--- src/rtl/i2s_rx_if.sv ---
// I2S receiver bus: async serial inputs in, deserialised sample pair and status out.
interface i2s_rx_if #(
  parameter int unsigned WIDTH = 16
);

  logic             i_sclk;
  logic             i_lrclk;
  logic             i_sdin;
  logic [WIDTH-1:0] o_left;
  logic [WIDTH-1:0] o_right;
  logic             o_valid;
  logic             o_err;
  logic             o_locked;

  // Serial source side: drives the I2S lines and observes the decoded samples.
  modport master (
    output i_sclk,
    output i_lrclk,
    output i_sdin,
    input  o_left,
    input  o_right,
    input  o_valid,
    input  o_err,
    input  o_locked
  );

  // Receiver side.
  modport slave (
    input  i_sclk,
    input  i_lrclk,
    input  i_sdin,
    output o_left,
    output o_right,
    output o_valid,
    output o_err,
    output o_locked
  );

endinterface

--- src/rtl/i2s_rx.sv ---
// I2S receiver: synchronises sclk/lrclk/sdin into clk and deserialises MSB-first
// left/right words into a held sample pair with valid/error/lock status.
module i2s_rx #(
  parameter int unsigned WIDTH       = 16,
  parameter int unsigned SYNC_STAGES = 2
) (
  input  logic    clk,
  input  logic    reset,
  i2s_rx_if.slave bus
);

  localparam int unsigned      CNT_W    = $clog2(WIDTH + 1);
  localparam logic [CNT_W-1:0] CNT_ONE  = CNT_W'(1);
  localparam logic [CNT_W-1:0] CNT_LAST = CNT_W'(WIDTH - 1);
  localparam logic [CNT_W-1:0] CNT_FULL = CNT_W'(WIDTH);

  typedef enum logic [2:0] {
    ST_SEEK,
    ST_SKIP_L,
    ST_LEFT,
    ST_SKIP_R,
    ST_RIGHT
  } state_t;

  logic [SYNC_STAGES-1:0] sclk_sync_q;
  logic [SYNC_STAGES-1:0] ws_sync_q;
  logic [SYNC_STAGES-1:0] sdin_sync_q;
  logic                   sclk_prev_q;
  logic                   ws_prev_q;

  state_t                 state_q;
  logic [CNT_W-1:0]       bitcnt_q;
  logic [WIDTH-1:0]       shift_l_q;
  logic [WIDTH-1:0]       shift_r_q;
  logic [WIDTH-1:0]       left_q;
  logic [WIDTH-1:0]       right_q;
  logic                   valid_q;
  logic                   err_q;
  logic                   locked_q;

  logic                   sclk_s;
  logic                   ws_s;
  logic                   sdin_s;
  logic                   rise;
  logic                   ws_edge;
  logic                   word_full;
  logic                   word_lands;
  logic                   word_done;
  logic [CNT_W-1:0]       bitcnt_d;
  logic [WIDTH-1:0]       shift_l_d;
  logic [WIDTH-1:0]       shift_r_d;
  logic [WIDTH-1:0]       msb_d;

  // Equal-depth synchronisers keep sclk, lrclk and sdin aligned to each other.
  always_ff @(posedge clk) begin
    if (reset) begin
      sclk_sync_q <= '0;
      ws_sync_q   <= '0;
      sdin_sync_q <= '0;
      sclk_prev_q <= 1'b0;
    end else begin
      sclk_sync_q <= {sclk_sync_q[SYNC_STAGES-2:0], bus.i_sclk};
      ws_sync_q   <= {ws_sync_q[SYNC_STAGES-2:0], bus.i_lrclk};
      sdin_sync_q <= {sdin_sync_q[SYNC_STAGES-2:0], bus.i_sdin};
      sclk_prev_q <= sclk_s;
    end
  end

  assign sclk_s     = sclk_sync_q[SYNC_STAGES-1];
  assign ws_s       = ws_sync_q[SYNC_STAGES-1];
  assign sdin_s     = sdin_sync_q[SYNC_STAGES-1];
  assign rise       = sclk_s & ~sclk_prev_q;
  assign ws_edge    = ws_s ^ ws_prev_q;

  // The bit sampled on a word-select edge rise is still the LSB of the word
  // that is ending, so completion is judged after that bit is taken in.
  assign word_full  = (bitcnt_q == CNT_FULL);
  assign word_lands = (bitcnt_q == CNT_LAST);
  assign word_done  = word_full | word_lands;
  assign bitcnt_d   = bitcnt_q + CNT_ONE;
  assign shift_l_d  = {shift_l_q[WIDTH-2:0], sdin_s};
  assign shift_r_d  = {shift_r_q[WIDTH-2:0], sdin_s};
  assign msb_d      = {{(WIDTH-1){1'b0}}, sdin_s};

  // Frame FSM: all decisions are taken on sclk rise cycles; pulses last one clk.
  always_ff @(posedge clk) begin
    if (reset) begin
      state_q   <= ST_SEEK;
      ws_prev_q <= 1'b0;
      bitcnt_q  <= '0;
      shift_l_q <= '0;
      shift_r_q <= '0;
      left_q    <= '0;
      right_q   <= '0;
      valid_q   <= 1'b0;
      err_q     <= 1'b0;
      locked_q  <= 1'b0;
    end else begin
      valid_q <= 1'b0;
      err_q   <= 1'b0;
      if (rise) begin
        ws_prev_q <= ws_s;
        case (state_q)
          ST_SEEK: begin
            if (ws_edge && !ws_s) begin
              state_q <= ST_SKIP_L;
            end
          end
          ST_SKIP_L: begin
            if (ws_edge) begin
              err_q    <= 1'b1;
              locked_q <= 1'b0;
              bitcnt_q <= '0;
              state_q  <= ws_s ? ST_SEEK : ST_SKIP_L;
            end else begin
              shift_l_q <= msb_d;
              bitcnt_q  <= CNT_ONE;
              state_q   <= ST_LEFT;
            end
          end
          ST_LEFT: begin
            if (!word_full) begin
              shift_l_q <= shift_l_d;
              bitcnt_q  <= bitcnt_d;
            end
            if (ws_edge) begin
              bitcnt_q <= '0;
              if (word_done) begin
                state_q <= ST_SKIP_R;
              end else begin
                err_q    <= 1'b1;
                locked_q <= 1'b0;
                state_q  <= ws_s ? ST_SEEK : ST_SKIP_L;
              end
            end
          end
          ST_SKIP_R: begin
            if (ws_edge) begin
              err_q    <= 1'b1;
              locked_q <= 1'b0;
              bitcnt_q <= '0;
              state_q  <= ws_s ? ST_SEEK : ST_SKIP_L;
            end else begin
              shift_r_q <= msb_d;
              bitcnt_q  <= CNT_ONE;
              state_q   <= ST_RIGHT;
            end
          end
          ST_RIGHT: begin
            if (!word_full) begin
              shift_r_q <= shift_r_d;
              bitcnt_q  <= bitcnt_d;
            end
            if (word_lands) begin
              left_q   <= shift_l_q;
              right_q  <= shift_r_d;
              valid_q  <= 1'b1;
              locked_q <= 1'b1;
            end
            if (ws_edge) begin
              bitcnt_q <= '0;
              state_q  <= ws_s ? ST_SEEK : ST_SKIP_L;
              if (!word_done) begin
                err_q    <= 1'b1;
                locked_q <= 1'b0;
              end
            end
          end
          default: begin
            state_q  <= ST_SEEK;
            bitcnt_q <= '0;
          end
        endcase
      end
    end
  end

  assign bus.o_left   = left_q;
  assign bus.o_right  = right_q;
  assign bus.o_valid  = valid_q;
  assign bus.o_err    = err_q;
  assign bus.o_locked = locked_q;

endmodule

--- src/flat_wrapper.sv ---
// flat-port wrapper written by rule: the top's interface ports become plain ports
module i2s_rx_flat 
#(
  parameter int unsigned WIDTH       = 16,
  parameter int unsigned SYNC_STAGES = 2
)
  (clk, reset, bus_i_sclk, bus_i_lrclk, bus_i_sdin, bus_o_left, bus_o_right, bus_o_valid, bus_o_err, bus_o_locked);
  i2s_rx_if #(.WIDTH(WIDTH)) bus_i ();
  input  logic clk;
  input  logic reset;
  input wire logic [$bits(bus_i.i_sclk)-1:0] bus_i_sclk;
  input wire logic [$bits(bus_i.i_lrclk)-1:0] bus_i_lrclk;
  input wire logic [$bits(bus_i.i_sdin)-1:0] bus_i_sdin;
  output wire logic [$bits(bus_i.o_left)-1:0] bus_o_left;
  output wire logic [$bits(bus_i.o_right)-1:0] bus_o_right;
  output wire logic [$bits(bus_i.o_valid)-1:0] bus_o_valid;
  output wire logic [$bits(bus_i.o_err)-1:0] bus_o_err;
  output wire logic [$bits(bus_i.o_locked)-1:0] bus_o_locked;
  assign bus_i.i_sclk = bus_i_sclk;
  assign bus_i.i_lrclk = bus_i_lrclk;
  assign bus_i.i_sdin = bus_i_sdin;
  assign bus_o_left = bus_i.o_left;
  assign bus_o_right = bus_i.o_right;
  assign bus_o_valid = bus_i.o_valid;
  assign bus_o_err = bus_i.o_err;
  assign bus_o_locked = bus_i.o_locked;
  i2s_rx #(.WIDTH(WIDTH), .SYNC_STAGES(SYNC_STAGES)) u_core (.clk(clk), .reset(reset), .bus(bus_i));
endmodule
--- config.mk ---
export PLATFORM = sky130hd
export DESIGN_NAME = i2s_rx_flat
export DESIGN_NICKNAME = d
export VERILOG_FILES = /design/src/rtl/i2s_rx_if.sv /design/src/rtl/i2s_rx.sv /design/src/flat_wrapper.sv
export SDC_FILE = /design/constraint.sdc
export NUM_CORES = 1
export LEC_CHECK = 0
export BUFFER_PORTS_ARGS = -buffer_cell sky130_fd_sc_hd__buf_2
export CAP_MARGIN = 25
export CORE_ASPECT_RATIO = 0.8
export CORE_UTILIZATION = 25
export DETAILED_ROUTE_END_ITERATION = 16
export GPL_ROUTABILITY_DRIVEN = 0
export SLEW_MARGIN = 0
export SYNTH_ARGS = -nofsm -noshare
export SYNTH_HDL_FRONTEND = slang
export SYNTH_SLANG_ARGS = --single-unit
--- constraint.sdc ---
create_clock -name clk -period 5.3 [get_ports clk]
set_clock_uncertainty 0.05 [all_clocks]
set_input_delay 0.53 -clock clk [delete_from_list [all_inputs] [get_ports clk]]
set_output_delay 0.53 -clock clk [all_outputs]
set_load 0.1 [all_outputs]
=== After elaboration in Yosys (flattened, before gate mapping) ===
Cells that the tools add are included.

* Mux-type cells: 29
* Add/sub/neg operators: 1
* Bitwise operators: 7
* Eq/ne operators: 16
* Reductions and logical operators: 16

{| class="wikitable"
|+ Operators with widths
! kind !! count
|-
| $mux 16 || 2
|-
| $pmux 16 s2 || 1
|-
| $pmux 15 s2 || 1
|-
| $mux 3 || 6
|-
| $mux 15 || 1
|-
| $pmux 3 s5 || 1
|-
| $pmux 5 s3 || 1
|-
| $mux 1 || 12
|-
| $reduce_and 4->1 || 3
|-
| $mux 5 || 2
|-
| $ne 2x2->1 const B || 5
|-
| $ne 2x1->1 const B || 4
|-
| $eq 3x2->1 const B || 2
|-
| $reduce_and 3->1 || 2
|-
| $reduce_or 2->1 || 3
|-
| $add 5x1->5 const B || 1
|-
| $eq 5x4->1 const B || 1
|-
| $eq 5x5->1 const B || 1
|-
| $reduce_and 5->1 || 1
|-
| $not 1->1 || 4
|-
| $reduce_bool 2->1 || 2
|-
| $eq 3x1->1 const B || 1
|-
| $eq 3x3->1 const B || 1
|-
| $logic_not 3->1 || 1
|-
| 10 further kinds || 10
|}

* Output and inout port bits: 35
* Register bits: 82
* Word-level logic and storage cells: 83
* Bits of input ports: 5

=== Logic depth before layout (Yosys ltp) ===
* Depth after elaboration: 5
* Mapped depth: 8
* Mapped depth without buffers: 6

=== Worst setup path before layout ===
No wires, ideal clock.

* Path type: register to register
* From: register u_core.ws_sync_q[1]
* To: register u_core.bitcnt_q[3]
* Stages on the path, launching flop included: 7
* Arrival time: 1.689 ns
* Required time: 5.163 ns
* Clock period less this slack: 1.826 ns
* Library setup time: 0.087 ns
* Path slack: 3.474 ns
* Path buffers: 0
* Cells stage by stage: dfxtp_1 > inv_1 > ha_1 > nand2b_1 > or2_1 > or4_1 > o31ai_1

* Word-level cells in the longest chain between the ends: 3
* Elaborated cells between the ends (all ways): 5
* Classes of those cells: 1 x eq/ne; 2 x mux; 1 x bitwise; 1 x reduce/logical

{| class="wikitable"
|+ Ends and longest elaborated chain
! element !! line !! RTL
|-
| start, declared || i2s_rx.sv:26 || <nowiki>logic [SYNC_STAGES-1:0] ws_sync_q;</nowiki>
|-
| start signal, assigned || i2s_rx.sv:63 || <nowiki>ws_sync_q <= {ws_sync_q[SYNC_STAGES-2:0], bus.i_lrclk};</nowiki>
|-
| $xor 1x1->1 * || i2s_rx.sv:73 || <nowiki>assign ws_edge = ws_s ^ ws_prev_q;</nowiki>
|-
| $ne 3x2->1 (no line) / $mux 5 (equally long branches) || - ||
|-
| $reduce_and 3->1 (no line) / $pmux 5 s3 (equally long branches) || - ||
|-
| end signal, assigned || i2s_rx.sv:124 || <nowiki>bitcnt_q <= bitcnt_d;</nowiki>
|-
| end signal, assigned || i2s_rx.sv:152 || <nowiki>bitcnt_q <= bitcnt_d;</nowiki>
|-
| end, declared || i2s_rx.sv:32 || <nowiki>logic [CNT_W-1:0] bitcnt_q;</nowiki>
|}

Mark *: on every way between the ends. The rest lies on a longest branch, timed or not.
A chain may end at the register's enable or synchronous reset.

=== Worst setup path after layout ===
* From: register u_core.state_q[2]
* To: register u_core.shift_r_q[7]

* Word-level cells in the longest chain between the ends: 3
* Elaborated cells between the ends (all ways): 7
* Classes of those cells: 4 x eq/ne; 1 x mux; 2 x reduce/logical

{| class="wikitable"
|+ Ends and longest elaborated chain
! element !! line !! RTL
|-
| start, declared || i2s_rx.sv:31 || <nowiki>state_t state_q;</nowiki>
|-
| start signal, assigned || i2s_rx.sv:114 || <nowiki>state_q <= ws_s ? ST_SEEK : ST_SKIP_L;</nowiki>
|-
| start signal, assigned || i2s_rx.sv:133 || <nowiki>state_q <= ws_s ? ST_SEEK : ST_SKIP_L;</nowiki>
|-
| start signal, assigned || i2s_rx.sv:142 || <nowiki>state_q <= ws_s ? ST_SEEK : ST_SKIP_L;</nowiki>
|-
| $eq 3x3->1 / $eq 3x2->1 (equally long branches) || i2s_rx.sv:103 || <nowiki>case (state_q)</nowiki>
|-
| $ne 2x2->1 (no line) / $reduce_bool 2->1 (equally long branches) || - ||
|-
| $reduce_and 4->1 (no line) || - ||
|-
| end signal, assigned || i2s_rx.sv:144 || <nowiki>shift_r_q <= msb_d;</nowiki>
|-
| end signal, assigned || i2s_rx.sv:151 || <nowiki>shift_r_q <= shift_r_d;</nowiki>
|-
| end, declared || i2s_rx.sv:34 || <nowiki>logic [WIDTH-1:0] shift_r_q;</nowiki>
|}

Several ways; a longest one is shown, not always the timed one.

==> out/results.ini <==
[finish]
num-nets-final = 420
final_common_cell = nand2_1
final_cells = 587
syn2layout_area_growth_pct = 20.8
finalInstanceArea_sq_um = 3930
drive_gt1_frac = 0.151
diodes = 0
post-route-util = 0.316
mostFrequentLayoutCells = nand2_1 (130), dfxtp_1 (82), buf_2 (39)
fill_cells = 1351

[hold_path]
hp-class = in -> reg
hp-start = bus_i_sclk
hold_depth = 2

[sta]
hold_viol = 0
finalCriticalPeriod_ns = 2.22
worst_pin_slew_ns = 0.950
setup_tns_ns = 0
drv_slew = 0
holdWs_ns = 0.360
relSlewSlack = 0.367
period_share = 0.419
grt_setup_unrepaired = no
worst_slack_ns = 3.08
fmax_mhz = 451
setup_viol = 0

[clocking]
cts_root_buffer = clkbuf_16
ctsResizeCount = 0
cts-buffers-inserted = 9
cts_setup_buffers = 0
path_clk_slew_ns = 0.06
cts_tree = built
cts_num_sinks = 82
clk_latency_ns = 0.33
htreeDepth = 3
hold_buffers = 0
cts_buffer_depth = 2

[setup_path]
required_ns = 5.50
crit_start = u_core.state_q[2]
worstPathArrival_ns = 2.42
setup.worst_path.end_class = flip-flop
r2r-start = u_core.state_q[2]
reg2reg_depth = 4
path_max_fanout = 15
criticalPathCategory = reg -> reg
r2r_setup_slack_ns = 3.08
startpoint_type = flip-flop

[synthesis]
synth_fp_nets = 390
synthSimpleGateAreaFrac = 0.229
post-synth-top-area-cell = dfxtp_1
synthDistinctLibCells = 38
synthAdderAreaFrac = 0.0154
synth_edf_count = 0
synthXorXnorAreaFrac = 0.00270
synthArstFlopShare = 0
netlist_instances = 381
synth_area_leaders = dfxtp_1 (51%), nand2_1 (15%), mux2i_1 (9.5%), a21oi_1 (5.7%), nor2b_1 (1.7%)
synthFlopType = dfxtp_1
synth_compound_area_frac = 0.110
synthMuxAreaShare = 0.0955
yosys_warnings = 0
yosysSeqAreaShare = 0.505
synth.cell_area_sq_um = 3250
yosys_register_bits = 82
yosys.area.top_type_share = 0.505
synth_top_family_by_area = simple AND/OR/NAND/NOR gates
avgSynthCellArea_sq_um = 8.53

[drt]
drcViolationCount = 0
first_iter_violations = 144
wirelength_um = 7040
ant_nets = 0
wl_per_cell_um = 12.0
first_pass_iters = 4
vias_per_cell = 4.34
routed-via-count = 2545

[place]
io_buffer_count = 39
placed_area_sq_um = 3610
dp_slack_ns = 2.82
dpl.cell_count = 570
hpwl_um = 4880

[pwr]
powerDensity_nw_per_um2 = 325
p_leak_nw = 1.63
ir_drop_mv = 0.149
power.total_mw = 1.28

[die]
io_pins = 40
die_h_um = 104
die_area_sq_um = 13500
core_area_sq_um = 12400
start_util = 0.261
fp-row-count = 36
die_w_um = 129

[global_route]
grt_max_degree = 52
antenna_found_initial = 0
groute.usage.overall = 0.111
grt_overflow_total = 0
grt_pass1_wl_um = 11700
grt_pass1_vias = 2407

[run_status]
status = complete, no violations

[job]
maxCapViolCount = 0

==> registers in the layout, indices dropped and copies added, names as in the netlist <==
| signal | flops |
|---|---|
| u_core.bitcnt_q | 5 |
| u_core.bus.o_err | 1 |
| u_core.bus.o_left | 16 |
| u_core.bus.o_locked | 1 |
| u_core.bus.o_right | 16 |
| u_core.bus.o_valid | 1 |
| u_core.sclk_prev_q | 1 |
| u_core.sclk_sync_q | 2 |
| u_core.sdin_sync_q | 2 |
| u_core.shift_l_q | 16 |
| u_core.shift_r_q | 15 |
| u_core.state_q | 3 |
| u_core.ws_prev_q | 1 |
| u_core.ws_sync_q | 2 |
==> cells by family after synthesis <==
| kind of cell | count (synthesis) |
|---|---|
| mux | 31 |
| simple gates | 171 |
| compound gates | 60 |
| buf+inv | 32 |
| flops | 82 |
| xor+xnor | 1 |
| fa+ha+maj | 4 |
==> critical path: stages (launching register included) <==
cell and delay [ns]:
dfxtp_1 0.63, or3b_1 0.46, nor2_1 0.70, nand2_1 0.14
mux2i_1 0.16
==> metal layers <==
metal,vias up,global-route usage,part of all wire
met3,2,0.0370,0.056
met1,1144,0.150,0.51
met2,63,0.166,0.43
li1,1336,-,-
met5,-,0,0
met4,0,0.0299,0.0036
==> power by group <==
part / internal (mW) / leakage, nW / switching [mW]
clock: 0.388 / 0.151 / 0.233
sequential: 0.620 / 0.662 / 0.00381
combinational: 0.0104 / 0.816 / 0.0208
==> final timing paths <==
path                                              end
worst max-delay path              u_core.shift_r_q[7]
worst min-delay path            u_core.sclk_sync_q[0]
worst max register to register    u_core.shift_r_q[7]
worst min register to register  u_core.sclk_sync_q[1]
==> cell usage after synthesis (all sizes together), types with 4 or more instances <==
master  number
a21oi       37
buf         12
clkbuf      13
dfxtp       82
ha           4
inv          7
mux2i       31
nand2      131
nand2b       4
nor2         5
nor2b        9
nor3         4
o21ai        4
==> layout make-up <==
class	count	area [sq um]	share of cell area
tap	171	214	0.0545
clock inverter	5	52.6	0.0134
inverter	7	26.3	0.00669
multi-input combinational	267	1470	0.375
clock buffer	11	253	0.0644
sequential	82	1640	0.418
timing repair buffer	44	268	0.0682
(Power assumes the default switching activity.)
